`config.mk`:
```
export PLATFORM = sky130hd
export DESIGN_NAME = frac_ena_gen
export DESIGN_NICKNAME = d
export VERILOG_FILES = /design/src/rtl/frac_ena_gen_pkg.sv /design/src/rtl/frac_ena_gen_cfg.sv /design/src/rtl/frac_ena_gen.sv
export SDC_FILE = /design/constraint.sdc
export NUM_CORES = 1
export LEC_CHECK = 0
export CORE_UTILIZATION = 25
export DETAILED_ROUTE_END_ITERATION = 10
export GPL_TIMING_DRIVEN = 0
export SLEW_MARGIN = 20
export SYNTH_ARGS = -nofsm -noshare
export SYNTH_HDL_FRONTEND = slang
export SYNTH_SLANG_ARGS = --single-unit
```
`constraint.sdc`:
```
create_clock -name clk -period 7.85 [get_ports clk]
set_clock_uncertainty 0.15 [all_clocks]
set_input_delay 1.9625 -clock clk [delete_from_list [all_inputs] [get_ports clk]]
set_output_delay 1.9625 -clock clk [all_outputs]
set_load 0.02 [all_outputs]
```
`src/rtl/frac_ena_gen_pkg.sv`:
```
// frac_ena_pkg: constants and helpers used by the fractional enable generator.
// The sum carries one extra bit above the ratio width. A clamped numerator
// never exceeds the denominator, so that extra bit is enough to hold the sum.
package frac_ena_pkg;

  // Extra bits the accumulator sum needs above WIDTH.
  localparam int unsigned FRAC_SUM_XTRA = 1;

  // Widest ratio the clamp helper handles. WIDTH must not exceed this.
  localparam int unsigned FRAC_MAX_W = 32;

  // Width of the optional pulse statistics counter.
  localparam int unsigned STATS_CNT_W = 32;

  // Effective numerator: a ratio at or above 1 becomes exactly 1 (num == den).
  // A pulse then fires on every run cycle and the phase stays at 0.
  function automatic logic [FRAC_MAX_W-1:0] clamp_num(
    input logic [FRAC_MAX_W-1:0] num,
    input logic [FRAC_MAX_W-1:0] den
  );
    return (num > den) ? den : num;
  endfunction

endpackage

```
`src/rtl/frac_ena_gen_cfg.sv`:
```
// frac_ena_cfg: ratio shadow registers for frac_ena_gen.
// Captures a new num/den on sload. sclear has priority over sload, so a
// simultaneous sclear leaves the ratio untouched. This block also flags a zero
// denominator and presents the clamped numerator to the accumulator core.
module frac_ena_cfg
  import frac_ena_pkg::*;
#(
  parameter int unsigned WIDTH    = 16,
  parameter int unsigned INIT_NUM = 1,
  parameter int unsigned INIT_DEN = 1
) (
  input  logic             clk,
  input  logic             rst_n,
  input  logic             i_sclear,
  input  logic             i_sload,
  input  logic [WIDTH-1:0] i_num,
  input  logic [WIDTH-1:0] i_den,
  output logic [WIDTH-1:0] o_eff_num,
  output logic [WIDTH-1:0] o_den,
  output logic             o_cfg_err
);

  logic [WIDTH-1:0] r_num;
  logic [WIDTH-1:0] r_den;
  logic             r_cfg_err;
  logic             w_load;

  assign w_load = i_sload && !i_sclear;

  // Ratio registers: reload on sload only. The ratio reverts to the init values on reset.
  always_ff @(posedge clk or negedge rst_n) begin
    if (!rst_n) begin
      r_num     <= WIDTH'(INIT_NUM);
      r_den     <= WIDTH'(INIT_DEN);
      r_cfg_err <= (INIT_DEN == 0);
    end else if (w_load) begin
      r_num     <= i_num;
      r_den     <= i_den;
      r_cfg_err <= (i_den == '0);
    end
  end

  assign o_eff_num = WIDTH'(clamp_num(FRAC_MAX_W'(r_num), FRAC_MAX_W'(r_den)));
  assign o_den     = r_den;
  assign o_cfg_err = r_cfg_err;

endmodule

```
`src/rtl/frac_ena_gen.sv`:
```
// frac_ena_gen: fractional-rate enable generator (Bresenham accumulator).
// ena_out emits single-cycle pulses at an average rate of num/den clocks and
// never drifts. acc is the current phase, in the range 0..den-1.
// Optional build macro FRAC_ENA_STATS_EN: adds a 32-bit pulse_cnt output.
module frac_ena_gen
  import frac_ena_pkg::*;
#(
  parameter int unsigned WIDTH    = 16,
  parameter int unsigned INIT_NUM = 1,
  parameter int unsigned INIT_DEN = 1
) (
  input  logic                   clk,
  input  logic                   rst_n,
  input  logic                   run,
  input  logic                   sclear,
  input  logic                   sload,
  input  logic [WIDTH-1:0]       sdata_num,
  input  logic [WIDTH-1:0]       sdata_den,
  output logic                   ena_out,
  output logic [WIDTH-1:0]       acc,
  output logic                   cfg_err
`ifdef FRAC_ENA_STATS_EN
  ,
  output logic [STATS_CNT_W-1:0] pulse_cnt
`endif
);

  localparam int unsigned SUM_W = WIDTH + FRAC_SUM_XTRA;

  logic [WIDTH-1:0] w_eff_num;
  logic [WIDTH-1:0] w_den;
  logic             w_cfg_err;
  logic [SUM_W-1:0] w_sum;
  logic             w_ovf;
  logic [WIDTH-1:0] w_wrap;
  logic [WIDTH-1:0] w_acc_next;
  logic             w_ena_next;
  logic [WIDTH-1:0] r_acc;
  logic             r_ena;

  frac_ena_cfg #(
    .WIDTH    (WIDTH),
    .INIT_NUM (INIT_NUM),
    .INIT_DEN (INIT_DEN)
  ) u_cfg (
    .clk       (clk),
    .rst_n     (rst_n),
    .i_sclear  (sclear),
    .i_sload   (sload),
    .i_num     (sdata_num),
    .i_den     (sdata_den),
    .o_eff_num (w_eff_num),
    .o_den     (w_den),
    .o_cfg_err (w_cfg_err)
  );

  // Next phase and pulse. Priority is sclear/sload, then run (with a valid ratio), else hold.
  always_comb begin
    w_sum      = {1'b0, r_acc} + {1'b0, w_eff_num};
    w_ovf      = (w_sum >= {1'b0, w_den});
    w_wrap     = WIDTH'(w_sum - {1'b0, w_den});
    w_acc_next = r_acc;
    w_ena_next = 1'b0;
    if (sclear || sload) begin
      w_acc_next = '0;
    end else if (run && !w_cfg_err) begin
      if (w_ovf) begin
        w_acc_next = w_wrap;
        w_ena_next = 1'b1;
      end else begin
        w_acc_next = w_sum[WIDTH-1:0];
      end
    end
  end

  // Phase and pulse registers. A pulse lasts exactly one cycle.
  always_ff @(posedge clk or negedge rst_n) begin
    if (!rst_n) begin
      r_acc <= '0;
      r_ena <= 1'b0;
    end else begin
      r_acc <= w_acc_next;
      r_ena <= w_ena_next;
    end
  end

  assign ena_out = r_ena;
  assign acc     = r_acc;
  assign cfg_err = w_cfg_err;

`ifdef FRAC_ENA_STATS_EN
  logic [STATS_CNT_W-1:0] r_pulse_cnt;

  // Pulse counter. It steps together with the ena_out register and wraps naturally.
  always_ff @(posedge clk or negedge rst_n) begin
    if (!rst_n) begin
      r_pulse_cnt <= '0;
    end else if (sclear || sload) begin
      r_pulse_cnt <= '0;
    end else if (w_ena_next) begin
      r_pulse_cnt <= r_pulse_cnt + 1'b1;
    end
  end

  assign pulse_cnt = r_pulse_cnt;
`endif

endmodule
```
Yosys cells after proc, flatten, opt, wreduce, memory -nomap -nowiden --
Index checks and enable logic that the tools add are counted.
Storage, ports and cells: bits in registers 50, input bits 37, output and inout bits 18, logic and storage cells 23
Cells by class: add/sub/neg operators 2, $lt $le $gt $ge 2, muxes and demuxes 7, reduce and logical (&&, ||, !) cells 7
Operator list (number):
- $mux W16 | 4
- $add A16 B16 Y17 | 1
- $ge A17 B16 Y1 | 1
- $gt A16 B16 Y1 | 1
- $logic_not A16 Y1 | 1
- $sub A16 B16 Y16 | 1
- $mux W1 | 3
- $logic_and A1 B1 Y1 | 2
- $logic_not A1 Y1 | 2
- $reduce_bool A2 Y1 | 1
- $logic_or A1 B1 Y1 | 1

Logic depth before layout (Yosys ltp) --
depth after elaboration 7, gate-level depth with buffers 32, mapped depth without buffers 29

By module --
Synthesis repeated with hierarchy kept, for this count alone.
Unflattened totals: cells, all modules 550, area total of the unflattened synthesis 4749.6 µm²
Modules (own cells, without submodules):
- frac_ena_gen | instances 1, cells each 303, area an instance 2468.6 µm², sequential area each 425.4 µm²
- frac_ena_cfg | instances 1, cells each 247, area an instance 2280.9 µm², sequential area each 828.3 µm²

Worst setup path after synthesis --
OpenSTA, ideal clock, no wires.
path type register to register, start point reg u_cfg.r_den[1], in the netlist u_cfg.o_den[1], end point reg r_acc[12], in the netlist acc[12], setup time 129 ps, arrival 5516 ps, data required time 7571 ps, slack 2056 ps, stages on the path, launching flop included 33, buffers on the path 3, period minus slack after synthesis 5794 ps, path through dfrtp_1 > inv_1 > ha_1 > nor2b_1 > o21a_1 > o21a_1 > o211ai_1 > a21oi_1 > o21ai_1 > a32oi_2 > buf_2 > mux2_1 > ha_1 > inv_1 > fa_1 > nand2b_1 > a21oi_2 > nor2_4 > o31ai_4 > a211oi_1 > nor2_1 > xnor2_1 > inv_1 > ha_1 > nand4_1 > nor2_1 > a311oi_1 > inv_1 > a221o_1 > buf_6 > buf_12 > a32oi_2 > o31ai_1
Between the ends: longest elaborated chain between the ends 7, elaborated cells on any way between the ends 8, those cells by class add/sub: 2; order compare: 2; mux: 4
Ends and longest elaborated chain:
- from (decl) | line frac_ena_gen_cfg.sv:24 | logic [WIDTH-1:0] r_den;
- from (signal assigned) | line frac_ena_gen_cfg.sv:34 | r_den <= WIDTH'(INIT_DEN);
- from (signal assigned) | line frac_ena_gen_cfg.sv:38 | r_den <= i_den;
- $gt A16 B16 Y1 | line frac_ena_gen_pkg.sv:21 | return (num > den) ? den : num;
- $mux W16 | line frac_ena_gen_pkg.sv:21
- $add A16 B16 Y17 | line frac_ena_gen.sv:59 | w_sum = {1'b0, r_acc} + {1'b0, w_eff_num};
- $sub A16 B16 Y16 or $ge A17 B16 Y1 (tied branches) | line frac_ena_gen.sv:61, frac_ena_gen.sv:60
- $mux W16 (*) | line frac_ena_gen.sv:67 | if (w_ovf) begin
- $mux W16 (*) | line frac_ena_gen.sv:66 | end else if (run && !w_cfg_err) begin
- $mux W16 (*) | line frac_ena_gen.sv:64 | if (sclear || sload) begin
- to (signal assigned) | line frac_ena_gen.sv:82 | r_acc <= w_acc_next;
- to (decl) | line frac_ena_gen.sv:38 | logic [WIDTH-1:0] r_acc;
Mark *: on every way between the ends. The rest lies on a longest branch, timed or not. The select of a mux whose other input is x is not followed. A chain may end at the register's enable or synchronous reset.

Final worst setup path --
start point reg u_cfg.r_den[1], in the netlist u_cfg.o_den[1], end point reg r_acc[10], in the netlist acc[10]
Same word-level chain as after synthesis.

==> impl_metrics.ini <==
[yosys]
ys_seq_elements = 50
synth_compound_area_frac = 0.195
synth_enable_flop_cells = 0
post_synth.cell_area_avg_um2 = 9.38
ys_warn_count = 0
synth_seq_area_share = 0.306
syn_inst = 437
synth-main-ff-cell = dfrtp_1
synth_fp_nets = 524
synth-simple-area-share = 0.123
ys_types = 56
async_flop_share = 1.00
yosys.area_share.adder = 0.156
syn-cell-area_um2 = 4100
synth_top_family_by_area = compound AO/OA/AOI/OAI gates
synth_xor_area_frac = 0.0449
muxShareOfSynthArea = 0.132

[route]
wire_per_inst_um = 15.6
vias_per_cell = 4.84
wirelength_um = 11100
wl_met3_um = 354
drt_pass1_iterations = 4
drt-initial-drc-count = 220
vias = 3458
ant_nets = 0
wl_met2_um = 5210
drc = 0
met1_length_um = 5300
routed.top_layer = met4

[die]
core_um2 = 15900
initial_core_util = 0.257
io_pins = 55
dieWidth_um = 130
die_area_um2 = 16900
row_count = 46
die-height_um = 130

[sta]
slew_viol_final = 0
finalCritPeriodShare = 0.879
fin_crit_ns = 6.90
max_slew.worst_pin.slew_ns = 0.819
timing.fmax_mhz = 145
hold_viol = 0
setup_viol = 0
whs_ns = 0.370
relSlewSlack = 0.453
tns_ns = 0
rsz0062_at_grt = no

[global_routing]
grt_max_degree = 51
grt_pass1_wl_um = 18000
grt_pass1_vias = 3529
track_usage = 0.139
grt_antenna_before_repair = 0
grt-ovfl-total = 0

[status]
outcome = finished clean

[worst_setup_path]
arrival_ns = 6.91
cp_top_family = compound AO/OA/AOI/OAI gates
path_common_cell = ha_1
startpoint_type = flop
crit_slowest_cell = a32oi_2
worstSetupPathType = reg -> reg
rrSetupSlack_ns = 0.95
cp.buffers_inverters = 5
cp-end-kind = flop
crit_required_ns = 7.86
critPathMaxFanout = 10
slowest_delay_ns = 0.50

[clocking]
cts_buffers = 5
cts_setup_buffers = 0
insertion_delay_ns = 0.30
postCtsHoldBufs = 0
clock_sinks = 50
cts_tree = done
htree_levels = 2
cts_root_buffer = clkbuf_16
clk_pin_slew_ns = 0.07
post_cts_resized = 0
clockBufferDepth = 2

[layout]
seq_area_um2 = 1250
multi_input_area_um2 = 2670
drive_above_1_share = 0.106
layout.nets = 585
n_antenna_cell = 0
area_delta_synth_final_pct = 23.8
fill_cells = 1665
layout.cells.most_common = clkdlybuf4s50_1
final_cell_mix = clkdlybuf4s50_1, ha_1, dfrtp_1

[placed_design]
gp_congestion = 0.866
io_buffers = 54
dp_hpwl_um = 9110

[hold_path]
hp-class = reg -> reg

[run]
drv_cap = 0

[power_and_ir_drop]
max-vdd-ir-drop_uv = 156
p_per_area_nw_per_um2 = 374
p_leak_nw = 2.19
path summary, 6_finish.rpt:
check / from / end / cells past startpoint
hold / removal: u_cfg.r_num[0] / u_cfg.r_num[0] / 2
min in group asynchronous: rst_n / acc[8] / 1
hold reg to reg: u_cfg.r_num[0] / u_cfg.r_num[0] / 2
setup / recovery: u_cfg.o_den[1] / acc[10] / 28
max in group asynchronous: rst_n / acc[2] / 1
setup reg to reg: u_cfg.o_den[1] / acc[10] / 28
area by class of cell:
cell class	count	share of cell area
Inverter	30	0.0222
Clock buffer	5	0.0246
Tap cell	216	0.0532
Timing Repair Buffer	54	0.106
Clock inverter	3	0.00862
Sequential cell	50	0.247
Buffer	10	0.0123
Multi-Input combinational cell	347	0.526
cell families (layout without fill, tap and decap cells):
kind of cell | count (synthesis) | in the layout
AO/OA/AOI/OAI | 121 | 121
AND/OR/NAND/NOR | 105 | 105
adder cells (fa/ha/maj) | 50 | 50
multiplexers | 50 | 50
flip-flops | 50 | 50
buffers and inverters | 40 | 102
XOR/XNOR | 21 | 21
tightest hold or removal path, stage by stage, from the launching register on:
cell and delay (ns):
dfstp_2 0.37, inv_1 0.06, o21ai_0 0.08
synthesized netlist by cell type (2+ instances only):
cell type	n	area, um^2
or3_1	2	12.5
o21bai_1	3	22.5
dfstp_2	2	52.6
fa_1	2	40.0
nand3_1	5	25.0
a21o_1	8	60.1
inv_1	30	113
clkbuf_1	7	26.3
a21oi_2	4	35.0
nor2_1	27	101
mux2_2	23	259
a31oi_1	2	12.5
xnor2_1	16	140
o211ai_1	2	15.0
a21boi_1	2	15.0
ha_1	48	601
nand4_1	7	43.8
or2_2	2	12.5
o21ai_0	23	115
nor2b_1	7	43.8
a32oi_2	2	32.5
mux2i_1	17	170
nand2_1	36	135
dfrtp_1	48	1200
and2_1	2	12.5
xor2_1	5	43.8
a21oi_1	26	130
o21a_1	9	67.6
a311oi_1	3	26.3
o31ai_1	4	30.0
o21ai_1	16	80.1
a211oi_1	3	22.5
a22o_1	2	17.5
nor4_1	5	31.3
nand2b_1	4	25.0
nor3_1	3	15.0
a21o_2	2	17.5
mux2_1	10	113
through the flow:
step           setup slack, ns  cells  total power, mW  utilization  instance area [um^2]
5_1_grt                  0.414    715             2.05        0.318                  5080
3_3_place_gp              1.18    707             1.60        0.308                  4910
3_5_place_dp              1.11    707             1.64        0.308                  4910
4_1_cts                   1.00    715             1.90        0.318                  5080
6_report                 0.952    715             1.90        0.318                  5080
2_1_floorplan             2.06    437             1.33            -                  4100
report_power, final:
| group | switching [mW] | internal (mW) |
|---|---|---|
| Combinational | 0.708 | 0.592 |
| Clock | 0.104 | 0.151 |
| Sequential | 0.0378 | 0.302 |
routing by layer:
metal,vias to the layer above,global-route usage
li1,1705,-
met1,1663,0.180
met2,72,0.234
met3,18,0.0221
met4,0,0.0499
met5,-,0
flip-flops by register name, indices dropped and copies added, names as in the netlist:
name / cells
u_cfg.o_den: 16
u_cfg.r_num: 16
acc: 16
u_cfg.o_cfg_err: 1
ena_out: 1
Power figures use the tool's default switching activity.
==> edit 1: new RTL, same settings <==
Add a define of `FRAC_ENA_STATS_EN`.
--- a/src/rtl/frac_ena_gen.sv
+++ b/src/rtl/frac_ena_gen.sv
@@ -2,6 +2,8 @@
 // ena_out emits single-cycle pulses at an average rate of num/den clocks and
 // never drifts. acc is the current phase, in the range 0..den-1.
 // Optional build macro FRAC_ENA_STATS_EN: adds a 32-bit pulse_cnt output.
+`define FRAC_ENA_STATS_EN
+
 module frac_ena_gen
   import frac_ena_pkg::*;
 #(
Behaviour (old outputs only; new: pulse_cnt): unchanged (Yosys induction, for registers that start in step).
==> edit 1 against the unedited design <==
Via count up 59%. Die area up 45%. Routed wire length up 64%. Sequential power up 51%. Largest cell class unchanged. Final area up 49%. Sequential share of layout area up 2.4 points. Worst setup slack worse by 290 ps. First-iteration DRC count up 65%. Total power up 34%. Sequential cell count up 32. Final cell count up 51%. Area after synthesis up 46%.
==> edit 1: results (changes against the unedited design) <==
detailed_routing:
  wl_met3_um: 1280  # +260%
  routed_wl_um: 18300  # +64%
  vias: 5515  # +59%
  wl_met2_um: 7800  # +50%
  avgViaCountPerCell: 5.11  # +5.7%
  first_pass_iters: 5  # +1
  met1_length_um: 9040  # +71%
  drt_iter0_drc: 364  # +65%
logic_synthesis:
  synth.area.mux_share_pct: 8.22  # -5.0 points
  syn-num-nets: 745  # +42%
  synth_async_sr_flop_share_pct: 100  # unchanged
  synthDistinctLibCells: 61  # +8.9%
  syn_avg_cell_area_um2: 9.09  # -3.2%
  synth_fa_ha_area_share_pct: 10.9  # -4.7 points
  synth-compound-area-share_pct: 20.0  # +0.49 points
  synthXorXnorAreaFrac_pct: 2.79  # -1.7 points
  ys_top_cells_by_count: "dfrtp_1 (80), nand2_1 (59), a21oi_1 (50), o21ai_0 (50), ha_1 (49)"
  seq_area_frac_synth_pct: 34.4  # +3.8 points
  synth.area.top_cells: "dfrtp_1 (34%), ha_1 (10%), mux2_2 (6.0%)"
global_routing:
  grt_pass1_wl_um: 28800  # +60%
  grt_pass1_vias: 5157  # +46%
  grt_use_met3_pct: 3.16  # +0.94 points
  use_met1_pct: 22.4  # +4.4 points
  grt_max_degree: 54  # +5.9%
  antenna_found_initial: 0  # unchanged
  met2_usage_pct: 22.9  # -0.50 points
  track_usage_pct: 15.2  # +1.3 points
pwr:
  power_leakage_nw: 3.07  # +40%
  power_mw: 2.55  # +34%
  comb-power_mw: 1.57  # +21%
  vdd_drop_max_mv: 0.160  # +2.5%
  p_clk_uw: 459  # +79%
  cellInternalPower_mw: 1.41  # +35%
critical_path:
  rrSetupSlack_ps: 660  # -290 ps
  rr_endpoint: "pulse_cnt[28]$_DFFE_PN0P_"
  r2r_start: "u_cfg.o_den[1]$_DFFE_PN0P_"
  crit_slowest_cell: "or4_1"
  crit_arrival_ps: 7320  # +410 ps
  cp_max_fo: 10  # unchanged
  reg2regPathDepth: 31  # +11%
timing:
  worstMarginPinSlew_ps: 762  # -57.2 ps
  worst_slack_ps: 658  # -295 ps
layout:
  nFillCells: 2417  # +45%
  finalNetCount: 843  # +44%
  drive_above_1_share_pct: 9.61  # -1.0 points
placement:
  preCtsSetupSlack_ps: 421  # -689 ps
  dpl_cell_area_um2: 7250  # +48%
  dp_hpwl_um: 13900  # +53%
  place_congestion: 0.900  # +3.9%
  io_buffers: 86  # +59%
  dpl.cell_count: 1063  # +50%
clock_network:
  cts_made_buffers: 9  # +4
  htreeDepth: 3  # +1
status:
  status: "finished, final reports clean"
[edit 1: how the worst min path moves through the flow]
| stage | endpoint | slack (ps) | cells after the start |
|---|---|---|---|
| after floorplan | u_cfg.r_num[0]$_DFFE_PN1P_ | 340 | 2 |
| after global placement | u_cfg.r_num[0]$_DFFE_PN1P_ | 370 | 2 |
| after detailed placement | u_cfg.r_num[0]$_DFFE_PN1P_ | 370 | 2 |
| after CTS | u_cfg.r_num[0]$_DFFE_PN1P_ | 390 | 2 |
| after global routing | u_cfg.r_num[0]$_DFFE_PN1P_ | 410 | 2 |
| final | u_cfg.r_num[0]$_DFFE_PN1P_ | 380 | 2 |
[edit 1: layout make-up]
class | count | area (um2) | share of cell area (%)
sequential | 82 | 2050 | 27.1
multi-input combinational | 514 | 3640 | 48.1
timing repair buffer | 87 | 886 | 11.7
inverter | 32 | 120 | 1.58
clock buffer | 11 | 233 | 3.07
tap | 319 | 399 | 5.26
clock inverter | 5 | 78.8 | 1.04
buffer | 29 | 165 | 2.18
==> edit 2: new RTL, same flow settings <==
Without the edit above. The output `ena_out` loses its register stage (`r_ena` becomes a continuous assignment).
--- a/src/rtl/frac_ena_gen.sv
+++ b/src/rtl/frac_ena_gen.sv
@@ -77,12 +77,12 @@
   always_ff @(posedge clk or negedge rst_n) begin
     if (!rst_n) begin
       r_acc <= '0;
-      r_ena <= 1'b0;
     end else begin
       r_acc <= w_acc_next;
-      r_ena <= w_ena_next;
     end
   end
+
+  assign r_ena = w_ena_next;
 
   assign ena_out = r_ena;
   assign acc     = r_acc;
Function: changed (a bounded check fails within 4 cycles, from zero or initial values and one cycle with rst_n low).
==> edit 2 against the unedited design <==
Combinational power grew 19%. Final area grew 10%. Worst setup slack lost 930 ps. Routed wire length grew 9.9%. Sequential share of layout area shrank 2.7 points. Critical path depth shrank 1. Total power grew 13%. Synthesized cell count shrank 0.23%. Area after synthesis shrank 0.61%. Critical endpoint is now ena_out. Count of clock-buffer cells in the layout is the same. Sequential cell count shrank 1.
==> edit 2: results (changes against the unedited design) <==
critical_path:
  reg2regPathDepth: 31  # +11%
  crit_arrival_ps: 5720  # -1190 ps
  crit_slowest_cell: "dfrtp_1"
  cp_max_fo: 5  # -5
  critPathCapture: "ena_out"
  rrSetupSlack_ps: 1570  # +620 ps
  r2r_start: "u_cfg.r_num[0]$_DFFE_PN1P_"
  critPathMaxStageDelay_ps: 390  # -110 ps
pwr:
  vdd_drop_max_mv: 0.186  # +19%
  clkPwrFrac_pct: 12.1  # -1.4 points
  power_leakage_nw: 2.39  # +9.3%
  power_mw: 2.15  # +13%
  comb-power_mw: 1.55  # +19%
timing:
  max_clock_freq_mhz: 128  # -12%
  worstMarginPinSlew_ps: 785  # -34.4 ps
  whs_ps: 383  # +13.6 ps
detailed_routing:
  drt_iter0_drc: 181  # -18%
  vias: 3589  # +3.8%
  wl_met3_um: 459  # +30%
  routed_wl_um: 12200  # +9.9%
global_routing:
  grt_pass1_vias: 3681  # +4.3%
  use_met1_pct: 18.9  # +0.90 points
  grt_max_degree: 50  # -2.0%
  grt_pass1_wl_um: 19200  # +6.9%
  track_usage_pct: 15.1  # +1.2 points
  grt_use_met3_pct: 2.60  # +0.39 points
placement:
  preCtsSetupSlack_ps: -1190  # -2300 ps
  dpl_cell_area_um2: 4880  # -0.51%
  dpl.cell_count: 706  # -0.14%
layout:
  nFillCells: 1625  # -2.4%
  nFlopsAndLatches: 49  # -2.0%
  clock_cell_area_share_pct: 3.07  # -0.26 points
  buffers: 97  # +52%
  drive_above_1_share_pct: 23.9  # +13 points
  utilization_pct: 35.2  # +3.3 points
  multi_input_area_share_pct: 52.8  # +0.22 points
logic_synthesis:
  syn_avg_cell_area_um2: 9.35  # -0.38%
  syn-num-nets: 523  # -0.19%
  seq_area_frac_synth_pct: 30.2  # -0.43 points
  synth.area.top_cells: "dfrtp_1 (29%), ha_1 (15%), mux2_2 (6.4%)"
  ys_top_cells_by_count: "ha_1 (48), dfrtp_1 (47), nand2_1 (36), inv_1 (30), nor2_1 (27)"
floorplan:
  dieArea_um2: 16800  # -0.60%
clock_network:
  cts-resized-gates: 38  # +38
status:
  status: "finished, final reports clean"
hold_path:
  min_to: "acc[11]$_DFFE_PN0P_"
[edit 2: cell types whose count changed in the layout (fill, tap and decap cells not counted), moves of 3 or more]
cell and delta:
ha_4 +8, a21oi_2 +3, mux2_1 -4, ha_1 -8, buf_4 +32, a21oi_4 +3
inv_2 +4, inv_1 -5, buf_6 +4, a21oi_1 -6, mux2_4 +3
[edit 2: worst register-to-register path: cells and delay by family, from the launching register on]
kind | cells | cell delay (ps)
flip-flops | 1 | 550
adder cells (fa/ha/maj) | 3 | 610
multiplexers | 2 | 600
buffers and inverters | 7 | 1000
AO/OA/AOI/OAI | 12 | 1860
AND/OR/NAND/NOR | 6 | 1130
XOR/XNOR | 1 | 230
[edit 2: cells by family (layout without fill, tap and decap cells)]
group,after synthesis,after routing,share of synthesized area [%]
buffers and inverters,40,135,4.30
and+or+nand+nor,105,105,12.4
DFF,49,49,30.2
muxes,50,50,13.3
adders and majority gates,50,50,15.7
AOI/OAI and AO/OA,121,121,19.7
xor gates and xnor gates,21,21,4.51
